==> src/rtl/uart_pkg.sv <==
// Shared UART definitions: line-state enum, parity-mode codes and frame helpers
// used by both the transmitter and the receiver.
package uart_pkg;

    typedef enum logic [2:0] {
        IDLE   = 3'd0,
        START  = 3'd1,
        DATA   = 3'd2,
        PARITY = 3'd3,
        STOP   = 3'd4
    } uart_state_e;

    localparam logic [1:0] PAR_NONE = 2'd0;
    localparam logic [1:0] PAR_EVEN = 2'd1;
    localparam logic [1:0] PAR_ODD  = 2'd2;

    function automatic int unsigned frame_bits(input int unsigned data_bits,
                                               input int unsigned parity_mode,
                                               input int unsigned stop_bits);
        return 32'd1 + data_bits + ((parity_mode != 32'd0) ? 32'd1 : 32'd0) + stop_bits;
    endfunction

    // Unused upper bits must be zero so they do not disturb the reduction.
    function automatic logic parity_bit(input logic [8:0] data, input logic [1:0] mode);
        logic result_s;
        case (mode)
            PAR_EVEN: result_s = ^data;
            PAR_ODD:  result_s = ~^data;
            default:  result_s = 1'b0;
        endcase
        return result_s;
    endfunction

endpackage

==> src/rtl/uart_baud_tick.sv <==
// Bit-period divider: bit_tick is high on the last clock of each bit period.
// clear restarts the period so the next bit is full width.
module uart_baud_tick #(
    parameter int unsigned CLKS_PER_BIT = 16
) (
    input  logic clk,
    input  logic reset,
    input  logic clear,
    output logic bit_tick
);

    localparam int unsigned   CW   = (CLKS_PER_BIT > 32'd1) ? $clog2(CLKS_PER_BIT) : 32'd1;
    localparam logic [CW-1:0] LAST = CW'(CLKS_PER_BIT - 32'd1);

    logic [CW-1:0] cnt_r;

    // Clock counter: 0..CLKS_PER_BIT-1, wraps after the tick.
    always_ff @(posedge clk or negedge reset) begin
        if (!reset) begin
            cnt_r <= {CW{1'b0}};
        end else if (clear || (cnt_r == LAST)) begin
            cnt_r <= {CW{1'b0}};
        end else begin
            cnt_r <= cnt_r + CW'(32'd1);
        end
    end

    assign bit_tick = (cnt_r == LAST);

endmodule

==> src/rtl/uart_tx_cfg.sv <==
// Parametrised UART transmitter: start bit, LSB-first data, optional parity,
// 1 or 2 stop bits, one word per valid/ready handshake.
module uart_tx_cfg
    import uart_pkg::*;
#(
    parameter int unsigned CLKS_PER_BIT = 16,
    parameter int unsigned DATA_BITS    = 8,
    parameter int unsigned PARITY_MODE  = 1,
    parameter int unsigned STOP_BITS    = 1
) (
    input  logic                 clk,
    input  logic                 reset,
    input  logic [DATA_BITS-1:0] tx_data,
    input  logic                 tx_valid,
    output logic                 tx_ready,
    output logic                 tx,
    output logic                 busy,
    output logic                 tx_done
);

    if (CLKS_PER_BIT < 32'd2 || CLKS_PER_BIT > 32'd65535) begin : g_bad_clks
        $fatal(1, "uart_tx_cfg: CLKS_PER_BIT out of range 2..65535");
    end
    if (DATA_BITS < 32'd5 || DATA_BITS > 32'd9) begin : g_bad_data
        $fatal(1, "uart_tx_cfg: DATA_BITS out of range 5..9");
    end
    if (PARITY_MODE > 32'd2) begin : g_bad_parity
        $fatal(1, "uart_tx_cfg: PARITY_MODE must be 0, 1 or 2");
    end
    if (STOP_BITS < 32'd1 || STOP_BITS > 32'd2) begin : g_bad_stop
        $fatal(1, "uart_tx_cfg: STOP_BITS must be 1 or 2");
    end

    localparam logic       HAS_PARITY = (PARITY_MODE != 32'd0);
    localparam logic [1:0] PAR_SEL    = 2'(PARITY_MODE);
    localparam logic [3:0] LAST_DATA  = 4'(DATA_BITS - 32'd1);
    localparam logic [3:0] LAST_STOP  = 4'(STOP_BITS - 32'd1);

    uart_state_e          state_r, state_next_s;
    logic [DATA_BITS-1:0] shift_r;
    logic [3:0]           bit_cnt_r;
    logic                 parity_r;
    logic                 tx_r, ready_r, busy_r, done_r;
    logic                 tx_next_s, ready_next_s, done_next_s;
    logic                 bit_tick_s, accept_s, frame_end_s, baud_clear_s;

    // Accepting on the frame-end edge lets held-valid words follow with no idle gap.
    assign frame_end_s  = (state_r == STOP) && bit_tick_s && (bit_cnt_r == LAST_STOP);
    assign accept_s     = tx_valid && (ready_r || frame_end_s);
    assign baud_clear_s = accept_s || (state_r == IDLE);

    uart_baud_tick #(
        .CLKS_PER_BIT(CLKS_PER_BIT)
    ) u_baud (
        .clk     (clk),
        .reset   (reset),
        .clear   (baud_clear_s),
        .bit_tick(bit_tick_s)
    );

    // State register.
    always_ff @(posedge clk or negedge reset) begin
        if (!reset) begin
            state_r <= IDLE;
        end else begin
            state_r <= state_next_s;
        end
    end

    // Next-state logic.
    always_comb begin
        state_next_s = state_r;
        case (state_r)
            IDLE: begin
                if (accept_s) state_next_s = START;
                else          state_next_s = IDLE;
            end
            START: begin
                if (bit_tick_s) state_next_s = DATA;
                else            state_next_s = START;
            end
            DATA: begin
                if (bit_tick_s && (bit_cnt_r == LAST_DATA)) state_next_s = HAS_PARITY ? PARITY : STOP;
                else                                        state_next_s = DATA;
            end
            PARITY: begin
                if (bit_tick_s) state_next_s = STOP;
                else            state_next_s = PARITY;
            end
            STOP: begin
                if (frame_end_s) state_next_s = accept_s ? START : IDLE;
                else             state_next_s = STOP;
            end
            default: state_next_s = IDLE;
        endcase
    end

    // Output logic: next value of the registered line and handshake outputs.
    always_comb begin
        tx_next_s    = tx_r;
        ready_next_s = ready_r;
        done_next_s  = 1'b0;
        case (state_r)
            IDLE: begin
                if (accept_s) begin
                    tx_next_s    = 1'b0;
                    ready_next_s = 1'b0;
                end else begin
                    tx_next_s    = 1'b1;
                    ready_next_s = 1'b1;
                end
            end
            START: begin
                if (bit_tick_s) tx_next_s = shift_r[0];
                else            tx_next_s = 1'b0;
            end
            DATA: begin
                if (bit_tick_s && (bit_cnt_r == LAST_DATA)) tx_next_s = HAS_PARITY ? parity_r : 1'b1;
                else if (bit_tick_s)                        tx_next_s = shift_r[1];
                else                                        tx_next_s = shift_r[0];
            end
            PARITY: begin
                if (bit_tick_s) tx_next_s = 1'b1;
                else            tx_next_s = parity_r;
            end
            STOP: begin
                if (frame_end_s) begin
                    done_next_s  = 1'b1;
                    tx_next_s    = ~accept_s;
                    ready_next_s = ~accept_s;
                end else begin
                    tx_next_s    = 1'b1;
                end
            end
            default: begin
                tx_next_s    = 1'b1;
                ready_next_s = 1'b1;
            end
        endcase
    end

    // Datapath: shift register, bit counter and latched parity.
    always_ff @(posedge clk or negedge reset) begin
        if (!reset) begin
            shift_r   <= {DATA_BITS{1'b0}};
            bit_cnt_r <= 4'd0;
            parity_r  <= 1'b0;
        end else if (accept_s) begin
            shift_r   <= tx_data;
            bit_cnt_r <= 4'd0;
            parity_r  <= parity_bit(9'(tx_data), PAR_SEL);
        end else if (bit_tick_s) begin
            case (state_r)
                DATA: begin
                    shift_r <= shift_r >> 1;
                    if (bit_cnt_r == LAST_DATA) bit_cnt_r <= 4'd0;
                    else                        bit_cnt_r <= bit_cnt_r + 4'd1;
                end
                STOP:    bit_cnt_r <= bit_cnt_r + 4'd1;
                default: bit_cnt_r <= 4'd0;
            endcase
        end else begin
            bit_cnt_r <= bit_cnt_r;
        end
    end

    // Output registers.
    always_ff @(posedge clk or negedge reset) begin
        if (!reset) begin
            tx_r    <= 1'b1;
            ready_r <= 1'b1;
            busy_r  <= 1'b0;
            done_r  <= 1'b0;
        end else begin
            tx_r    <= tx_next_s;
            ready_r <= ready_next_s;
            busy_r  <= ~ready_next_s;
            done_r  <= done_next_s;
        end
    end

    assign tx       = tx_r;
    assign tx_ready = ready_r;
    assign busy     = busy_r;
    assign tx_done  = done_r;

endmodule

==> config.mk <==
export PLATFORM = sky130hd
export DESIGN_NAME = uart_tx_cfg
export DESIGN_NICKNAME = d
export VERILOG_FILES = /design/src/rtl/uart_pkg.sv /design/src/rtl/uart_baud_tick.sv /design/src/rtl/uart_tx_cfg.sv
export SDC_FILE = /design/constraint.sdc
export NUM_CORES = 1
export LEC_CHECK = 0
export CORE_MARGIN = 3
export CORE_UTILIZATION = 25
export CTS_CLUSTER_DIAMETER = 200
export DETAILED_ROUTE_END_ITERATION = 12
export PLACE_DENSITY = 0.53
export SYNTH_ARGS = -nofsm -noshare
export SYNTH_HDL_FRONTEND = slang
export SYNTH_SLANG_ARGS = --single-unit
==> constraint.sdc <==
create_clock -name clk -period 2.7 [get_ports clk]
set_input_delay 0.81 -clock clk [delete_from_list [all_inputs] [get_ports clk]]
set_output_delay 0.81 -clock clk [all_outputs]
set_load 0.005 [all_outputs]
==> metrics.csv, run 1 <==
metric,value,unit
grt_max_degree,25,
finalHoldViolations,0,
hold_buffers,0,
start_util,26.7,%
rsz0062_at_grt,false,
die_h,81.3,µm
clock-sinks,24,
synth_cells,131,
row_count,26,
worst_setup_path_start_kind,flop,
period_share,85.6,%
skew,0.00377,ns
drt_iter0_drc,80,
synth_edf_count,0,
routed_wl,2.72,mm
async_flop_share,100,%
area_growth,18.6,%
path_max_fanout,9,
drt_first_pass_iters,4,
crit_start,bit_cnt_r[0],
status,finished clean,
ant_nets,0,
vdd.ir_drop.worst,283,µV
p_per_area,701,nW/µm²
postCtsResizedCells,0,
syn_avg_cell_area,10.8,µm²
ioPinCount,15,
finalCriticalPeriod,2.31,ns
grt_antenna_before_repair,0,
fmax,433,MHz
max-cap-violations,0,
yosysSeqAreaShare,42.5,%
final.fill_count,544,
insertion_delay,0.27,ns
drc,0,
clkTransAtPathRegs,0.09,ns
final_net_count,160,
hold_start,u_baud.cnt_r[0],
wire_per_inst,12.6,µm
syn_area,1420,µm²
setup_viol,0,
max-slew-margin-rel,64.5,%
tns,0,ns
drive_gt1_share,18.6,%
r2r_start,bit_cnt_r[0],
post_cts_buffers,0,
synth-seq-cells,24,
cp.required,2.85,ns
num_antenna_cells,0,
gp_congestion,0.770,
drv_slew,0,
worstSetupEndpointType,flop,
clock_path_buffers,2,
ys_types,38,
io_buffers,14,
place_hpwl,2.05,mm
core,5300,µm²
crit_type,flop to flop,
htreeDepth,1,
hold_path.class,flop to flop,
grt_pass1_wl,4.90,mm
die_area,6610,µm²
die_w,81.3,µm
max_slew.worst_pin.slew,0.528,ns
synthFlopType,dfrtp_1,
track_usage,9.38,%
total_power,1.18,mW
grt_pass1_vias,1053,
synth_warnings,0,
clock_tree.root_cell,clkbuf_8,
leakage,0.734,nW
vias,1009,
syn_nets,145,
cts_tree,built,
grt_overflow_total,0,
arrival,2.46,ns
routed_via_density,4.69,
cts_inserted_buffers,3,
worst paths after layout:
| path | endpoint | slack (ns) | cells past startpoint |
|---|---|---|---|
| setup / recovery | parity_r | 0.39 | 7 |
| hold reg to reg | u_baud.cnt_r[0] | 0.47 | 1 |
| min in group asynchronous | shift_r[3] | 0.89 | 2 |
| max in group asynchronous | tx_ready | 1.52 | 2 |
| setup reg to reg | parity_r | 0.39 | 7 |
| hold / removal | u_baud.cnt_r[0] | 0.47 | 1 |
cell families after synthesis:
family	share of synthesized area, %
compound gates	11.7
xor+xnor	6.18
fa+ha+maj	2.65
buf+inv	4.77
flops	42.5
mux	17.7
simple gates	14.4
area by class of cell:
cell class	instances	area, µm²	area share, %
Multi-Input combinational cell	93	747	44.4
Timing Repair Buffer	17	163	9.67
Sequential cell	24	603	35.9
Tap cell	70	87.6	5.21
Clock buffer	4	55.1	3.27
Inverter	7	26.3	1.56
cells in the final DEF, fill, tap and decap left out, types with 2 or more instances in the layout:
cell type,count
nand2_1,9
a21oi_1,3
nor3_1,2
a21o_1,2
clkdlybuf4s50_1,14
dfrtp_1,22
o211ai_1,3
mux2i_1,3
xnor2_1,8
mux2_4,14
clkbuf_8,4
o21ai_0,7
xor2_1,2
inv_1,7
nor2b_1,2
nand2b_1,3
buf_4,3
nor2_1,9
nand3b_1,2
nand3_1,4
ha_1,3
dfstp_2,2
power by group:
part	switching, mW	internal (mW)	leakage, nW	total, mW
clock network	0.116	0.130	0.0288	0.246
registers	0.0918	0.467	0.297	0.559
logic	0.132	0.242	0.408	0.374
stage by stage:
step / utilization (%) / area, µm² / hold slack, ns / cells / setup slack, ns
after CTS: 31.7 / 1680 / 0.470 / 215 / 0.417
after global placement: 30.7 / 1630 / 0.444 / 211 / 0.332
after detailed placement: 30.7 / 1630 / 0.456 / 211 / 0.231
after global routing: 31.7 / 1680 / 0.508 / 215 / 0.260
final: 31.7 / 1680 / 0.466 / 215 / 0.388
after floorplan: - / 1420 / 0.432 / 131 / 0.673
registers in the layout, indices dropped and copies added, names as in the netlist:
signal,flops
shift_r,8
bit_cnt_r,4
u_baud.cnt_r,4
state_r,3
busy,1
parity_r,1
tx,1
tx_done,1
tx_ready,1
cell usage after synthesis, types with 3 or more instances:
| master | n | area (µm²) |
|---|---|---|
| o211ai_1 | 3 | 22.5 |
| a21oi_1 | 3 | 15.0 |
| dfrtp_1 | 22 | 551 |
| xnor2_1 | 8 | 70.1 |
| o21ai_0 | 7 | 35.0 |
| clkbuf_1 | 5 | 18.8 |
| nand2_1 | 9 | 33.8 |
| mux2i_1 | 3 | 30.0 |
| inv_1 | 7 | 26.3 |
| ha_1 | 3 | 37.5 |
| nand2b_1 | 3 | 18.8 |
| mux2_4 | 14 | 210 |
| nor2_1 | 9 | 33.8 |
| nand3_1 | 4 | 20.0 |
critical path, cell delays in order, from the launching register on:
cell     delay [ns]
dfrtp_1        0.43
inv_1          0.07
ha_1           0.19
or3b_1         0.39
nor4_2         0.37
o21a_1         0.19
buf_4          0.21
mux2_1         0.34
routing by layer:
metal	vias to the layer above	GRT usage [%]	part of all wire [%]
met5	-	0	0
met4	0	1.52	0.74
met3	2	3.10	5.2
met2	28	15.4	46
met1	491	12.1	48
li1	488	-	-
Note: power is estimated with default switching activity, not from simulation.
==> run 2: changes to the inputs <==
--- a/config.mk
+++ b/config.mk
@@ -6,10 +6,10 @@
 export NUM_CORES = 1
 export LEC_CHECK = 0
 export CORE_MARGIN = 3
-export CORE_UTILIZATION = 25
+export CORE_UTILIZATION = 37
 export CTS_CLUSTER_DIAMETER = 200
 export DETAILED_ROUTE_END_ITERATION = 12
-export PLACE_DENSITY = 0.53
+export PLACE_DENSITY = 0.67
 export SYNTH_ARGS = -nofsm -noshare
 export SYNTH_HDL_FRONTEND = slang
 export SYNTH_SLANG_ARGS = --single-unit
==> run 2 against run 1 <==
Net effect: maximum frequency about the same; setup slack worse by 0.00093 ns; clock skew grew 0.0043 ns; global-route usage up 4.3 points; cell count decreased by 11%; register-to-register slack hardly changed; count of clock-buffer cells in the layout decreased by 1; power grew 5.4%; via count fell by 2.5%; die area down 30%; utilization grew 16 points; design area shrank 0.82%; largest cell class unchanged; highest routed layer unchanged.
==> metrics.csv, run 2 (synthesized netlist as in run 1, its figures left out) <==
metric,value,unit
status,finished clean,
clock-sinks,24,
grt_pass1_wl,4.88,mm
netSwitchingFraction,27.3,%
p_per_area,745,nW/µm²
path_max_fanout,9,
crit_path_cell_trace,"inv_1, ha_1, or3b_1, nor4_2, o21a_1, buf_4, mux2_1",
drc,0,
track_usage,13.6,%
drt_first_pass_iters,4,
setup_viol,0,
worst_setup_path_start_kind,flop,
drt_iter0_drc,96,
top_register,shift_r,
path_buf_inv,2,
largest_reg_flops,8,
ant_nets,0,
cts_inserted_buffers,3,
hold_buffers,0,
drive_gt1_share,18.6,%
ioPinCount,15,
final_net_count,160,
setup_slack,0.387,ns
routed_wl,2.70,mm
crit_type,flop to flop,
switchingPower,339,µW
power_frac_comb,29.6,%
dp_slack,0.350,ns
cts_tree,built,
crit_start,bit_cnt_r[0],
power_frac_seq,44.8,%
start_util,40.3,%
final_cell_mix,"22 x dfrtp_1, 14 x mux2_4, 14 x clkdlybuf4s50_1",
place_hpwl,1.94,mm
grt_max_degree,25,
leakage,0.741,nW
grt_overflow_total,0,
arrival,2.46,ns
worstSetupEndpointType,flop,
intPower,904,µW
vdd.ir_drop.worst,480,µV
die_h,67.9,µm
max-slew-margin-rel,66.5,%
row_count,21,
drv_slew,0,
insertion_delay,0.27,ns
clock_tree.root_cell,clkbuf_8,
finalCriticalPeriod,2.31,ns
num_antenna_cells,0,
post_cts_buffers,0,
cp_slowest_cell,dfrtp_1,
cp.required,2.85,ns
period_share,85.7,%
postCtsResizedCells,0,
final.fill_count,350,
fmax,432,MHz
core,3520,µm²
gp_congestion,0.796,
worst_path_dominant_cell_family,simple AND/OR/NAND/NOR gates,
finalHoldViolations,0,
clock_path_buffers,2,
wire_per_inst,14.2,µm
grt_antenna_before_repair,0,
skew,0.00811,ns
clock_power_share,25.6,%
hold_start,u_baud.cnt_r[0],
hold_ws,0.466,ns
clkTransAtPathRegs,0.09,ns
hold_path.class,flop to flop,
final_common_cell,dfrtp_1,
max_slew.worst_pin.slew,0.498,ns
r2r_start,bit_cnt_r[0],
max-cap-violations,0,
area_growth,17.7,%
die_area,4610,µm²
tns,0,ns
rsz0062_at_grt,false,
htreeDepth,1,
die_w,67.9,µm
critical_path.max_stage_delay,0.44,ns
vias,984,
io_buffers,14,
grt_pass1_vias,1080,
reg_top3,"shift_r x8, bit_cnt_r x4, u_baud.cnt_r x4",
routed_via_density,5.15,
run 2: metrics by stage:
step / instance area [µm²] / util, % / power [mW] / std cells
floorplan: 1420 / - / 0.824 / 131
global placement: 1600 / 45.3 / 0.917 / 187
finish: 1670 / 47.4 / 1.24 / 191
global route: 1670 / 47.4 / 1.33 / 191
detailed placement: 1600 / 45.3 / 0.932 / 187
CTS: 1670 / 47.4 / 1.26 / 191
run 2: per-layer routing:
| layer | track usage (%) | part of all wire (%) | vias up |
|---|---|---|---|
| li1 | - | - | 486 |
| met1 | 16.1 | 43 | 470 |
| met2 | 24.7 | 51 | 26 |
| met3 | 3.61 | 5.6 | 2 |
| met4 | 2.98 | 0.63 | 0 |
| met5 | 0 | 0 | - |
run 2: path summary, 6_finish.rpt:
kind                                   end  slack (ns)  cells past startpoint
max                               parity_r        0.39                      7
max reg2reg                       parity_r        0.39                      7
min reg2reg                u_baud.cnt_r[0]        0.47                      1
min in group asynchronous  u_baud.cnt_r[0]        0.89                      2
min                        u_baud.cnt_r[0]        0.47                      1
max in group asynchronous               tx        1.51                      2
run 2: power by group through the flow:
stage / Combinational, mW / Sequential, mW / Clock, mW
2_1_floorplan: 0.290 / 0.534 / 0
3_3_place_gp: 0.360 / 0.557 / 0
3_5_place_dp: 0.368 / 0.564 / 0
4_1_cts: 0.374 / 0.558 / 0.329
5_1_grt: 0.410 / 0.573 / 0.345
6_report: 0.368 / 0.557 / 0.318
run 2: layout make-up:
type	instances	area [µm²]	area share [%]
multi-input cells	93	747	44.8
flip-flops and latches	24	603	36.2
repair buffers	17	163	9.75
well taps	46	57.6	3.45
clock buffers	3	41.3	2.48
clock inverters	1	30.0	1.80
inverters	7	26.3	1.58
run 2: worst reg2reg max path, delay by kind of cell (launching register included):
kind,cells,cell delay [ns]
and+or+nand+nor,2,0.75
adders and majority gates,1,0.20
AOI/OAI and AO/OA,1,0.17
buffers and inverters,2,0.29
DFF,1,0.44
muxes,1,0.34
==> run 3: changes to the inputs <==
==> constraint.sdc (replaced) <==
create_clock -name clk -period 2.5 [get_ports clk]
set_input_delay 0.75 -clock clk [delete_from_list [all_inputs] [get_ports clk]]
set_output_delay 0.75 -clock clk [all_outputs]
set_load 0.005 [all_outputs]
==> run 3 against run 2 <==
Net effect: via count grew 3.9%; cell count grew 1.0%; largest cell class unchanged; highest routed layer unchanged; count of clock-buffer cells in the layout is 1 higher; combinational power grew 11%; die area unchanged; sequential power up 7.4%.
==> metrics.csv, run 3 (synthesized netlist as in run 1, its figures left out) <==
metric,value,unit
grt_overflow_total,0,
grt_antenna_before_repair,0,
htreeDepth,1,
ioPinCount,15,
tns,0,ns
path_max_fanout,9,
drt_iter0_drc,88,
clkTransAtPathRegs,0.08,ns
clock_tree.root_cell,clkbuf_8,
area_growth,17.6,%
die_h,67.9,µm
period_share,91.0,%
routed_wl,2.71,mm
max-slew-margin-rel,63.0,%
drc,0,
reg_top3,"shift_r x8, bit_cnt_r x4, u_baud.cnt_r x4",
drv_slew,0,
worstSetupEndpointType,flop,
num_antenna_cells,0,
drive_gt1_share,19.7,%
final_util,47.3,%
place_inst,189,
clock-sinks,24,
cts_tree,built,
max-cap-violations,0,
wire_per_inst,14.0,µm
start_util,40.3,%
final_common_cell,dfrtp_1,
drt_first_pass_iters,4,
final_net_count,162,
min_path_cells,1,
skew,0.00501,ns
cts_inserted_buffers,3,
vdd.ir_drop.worst,376,µV
insertion_delay,0.27,ns
final.fill_count,334,
io_buffers,14,
post_cts_buffers,0,
max_slew.worst_pin.slew,0.551,ns
setup_viol,0,
grt_pass1_wl,4.64,mm
finalInstanceArea,1670,µm²
fmax,439,MHz
cp.required,2.65,ns
gp_congestion,0.791,
leakage,0.744,nW
final_cells,193,
hold_path.class,flop to flop,
routed_via_density,5.30,
placed_area,1610,µm²
finalCriticalPeriod,2.28,ns
largest_reg_flops,8,
clock_path_buffers,2,
place_hpwl,2.03,mm
final_cell_mix,"22 x dfrtp_1, 14 x mux2_4, 14 x clkdlybuf4s50_1",
core,3520,µm²
track_usage,13.8,%
row_count,21,
grt_pass1_vias,1034,
die_w,67.9,µm
postCtsResizedCells,0,
vias,1022,
reg2reg_depth,7,
worst_setup_path_start_kind,flop,
rsz0062_at_grt,false,
crit_type,flop to flop,
ant_nets,0,
arrival,2.43,ns
status,finished clean,
finalHoldViolations,0,
die_area,4610,µm²
top_register,shift_r,
hold_buffers,0,
grt_max_degree,25,
p_per_area,761,nW/µm²
run 3: cell types whose count changed in the layout (fill, tap and decap cells not counted), sizes merged:
cell / before / now
clkbuf: 3 / 4
buf: 3 / 5
bufinv: 1 / 0
run 3: metal layers:
metal  share of wire (%)  global-route usage [%]  wire (µm)  vias to the layer above
met1                  43                    15.6       1150                      505
met4                 1.7                    5.96         47                        0
li1                    -                       -          -                      493
met2                  51                    24.1       1380                       19
met3                 4.8                    3.94        129                        5
met5                   0                       0          0                        -
run 3: power by group:
| part | total, mW | internal [mW] | switching, mW |
|---|---|---|---|
| Sequential | 0.598 | 0.505 | 0.0934 |
| Combinational | 0.408 | 0.263 | 0.145 |
| Clock | 0.263 | 0.141 | 0.123 |
run 3: layout make-up:
| class | instances | area (µm²) | area share [%] |
|---|---|---|---|
| Tap cell | 46 | 57.6 | 3.45 |
| Inverter | 7 | 26.3 | 1.58 |
| Multi-Input combinational cell | 93 | 747 | 44.8 |
| Timing Repair Buffer | 19 | 178 | 10.7 |
| Sequential cell | 24 | 603 | 36.2 |
| Clock buffer | 4 | 55.1 | 3.30 |
run 3: path summary, 6_finish.rpt:
path,end,startpoint,slack (ns)
worst min-delay path,u_baud.cnt_r[0],u_baud.cnt_r[0],0.47
worst min register to register,u_baud.cnt_r[0],u_baud.cnt_r[0],0.47
max in group asynchronous,tx,reset,1.37
min in group asynchronous,tx_done,reset,0.84
worst max-delay path,parity_r,bit_cnt_r[0],0.22
worst max register to register,parity_r,bit_cnt_r[0],0.22
run 3: stage by stage:
step | total power [mW] | setup WS [ns] | hold WS (ns)
2_1_floorplan | 0.890 | 0.502 | 0.432
3_3_place_gp | 1.00 | 0.288 | 0.446
3_5_place_dp | 1.02 | 0.219 | 0.462
4_1_cts | 1.29 | 0.231 | 0.475
5_1_grt | 1.36 | 0.150 | 0.490
6_report | 1.27 | 0.224 | 0.470
run 3: worst max-delay path, cell delays in order (launching register included):
cell,delay [ns]
dfrtp_1,0.43
inv_1,0.07
ha_1,0.18
or3b_1,0.39
nor4_2,0.36
o21a_1,0.19
buf_4,0.22
mux2_1,0.33
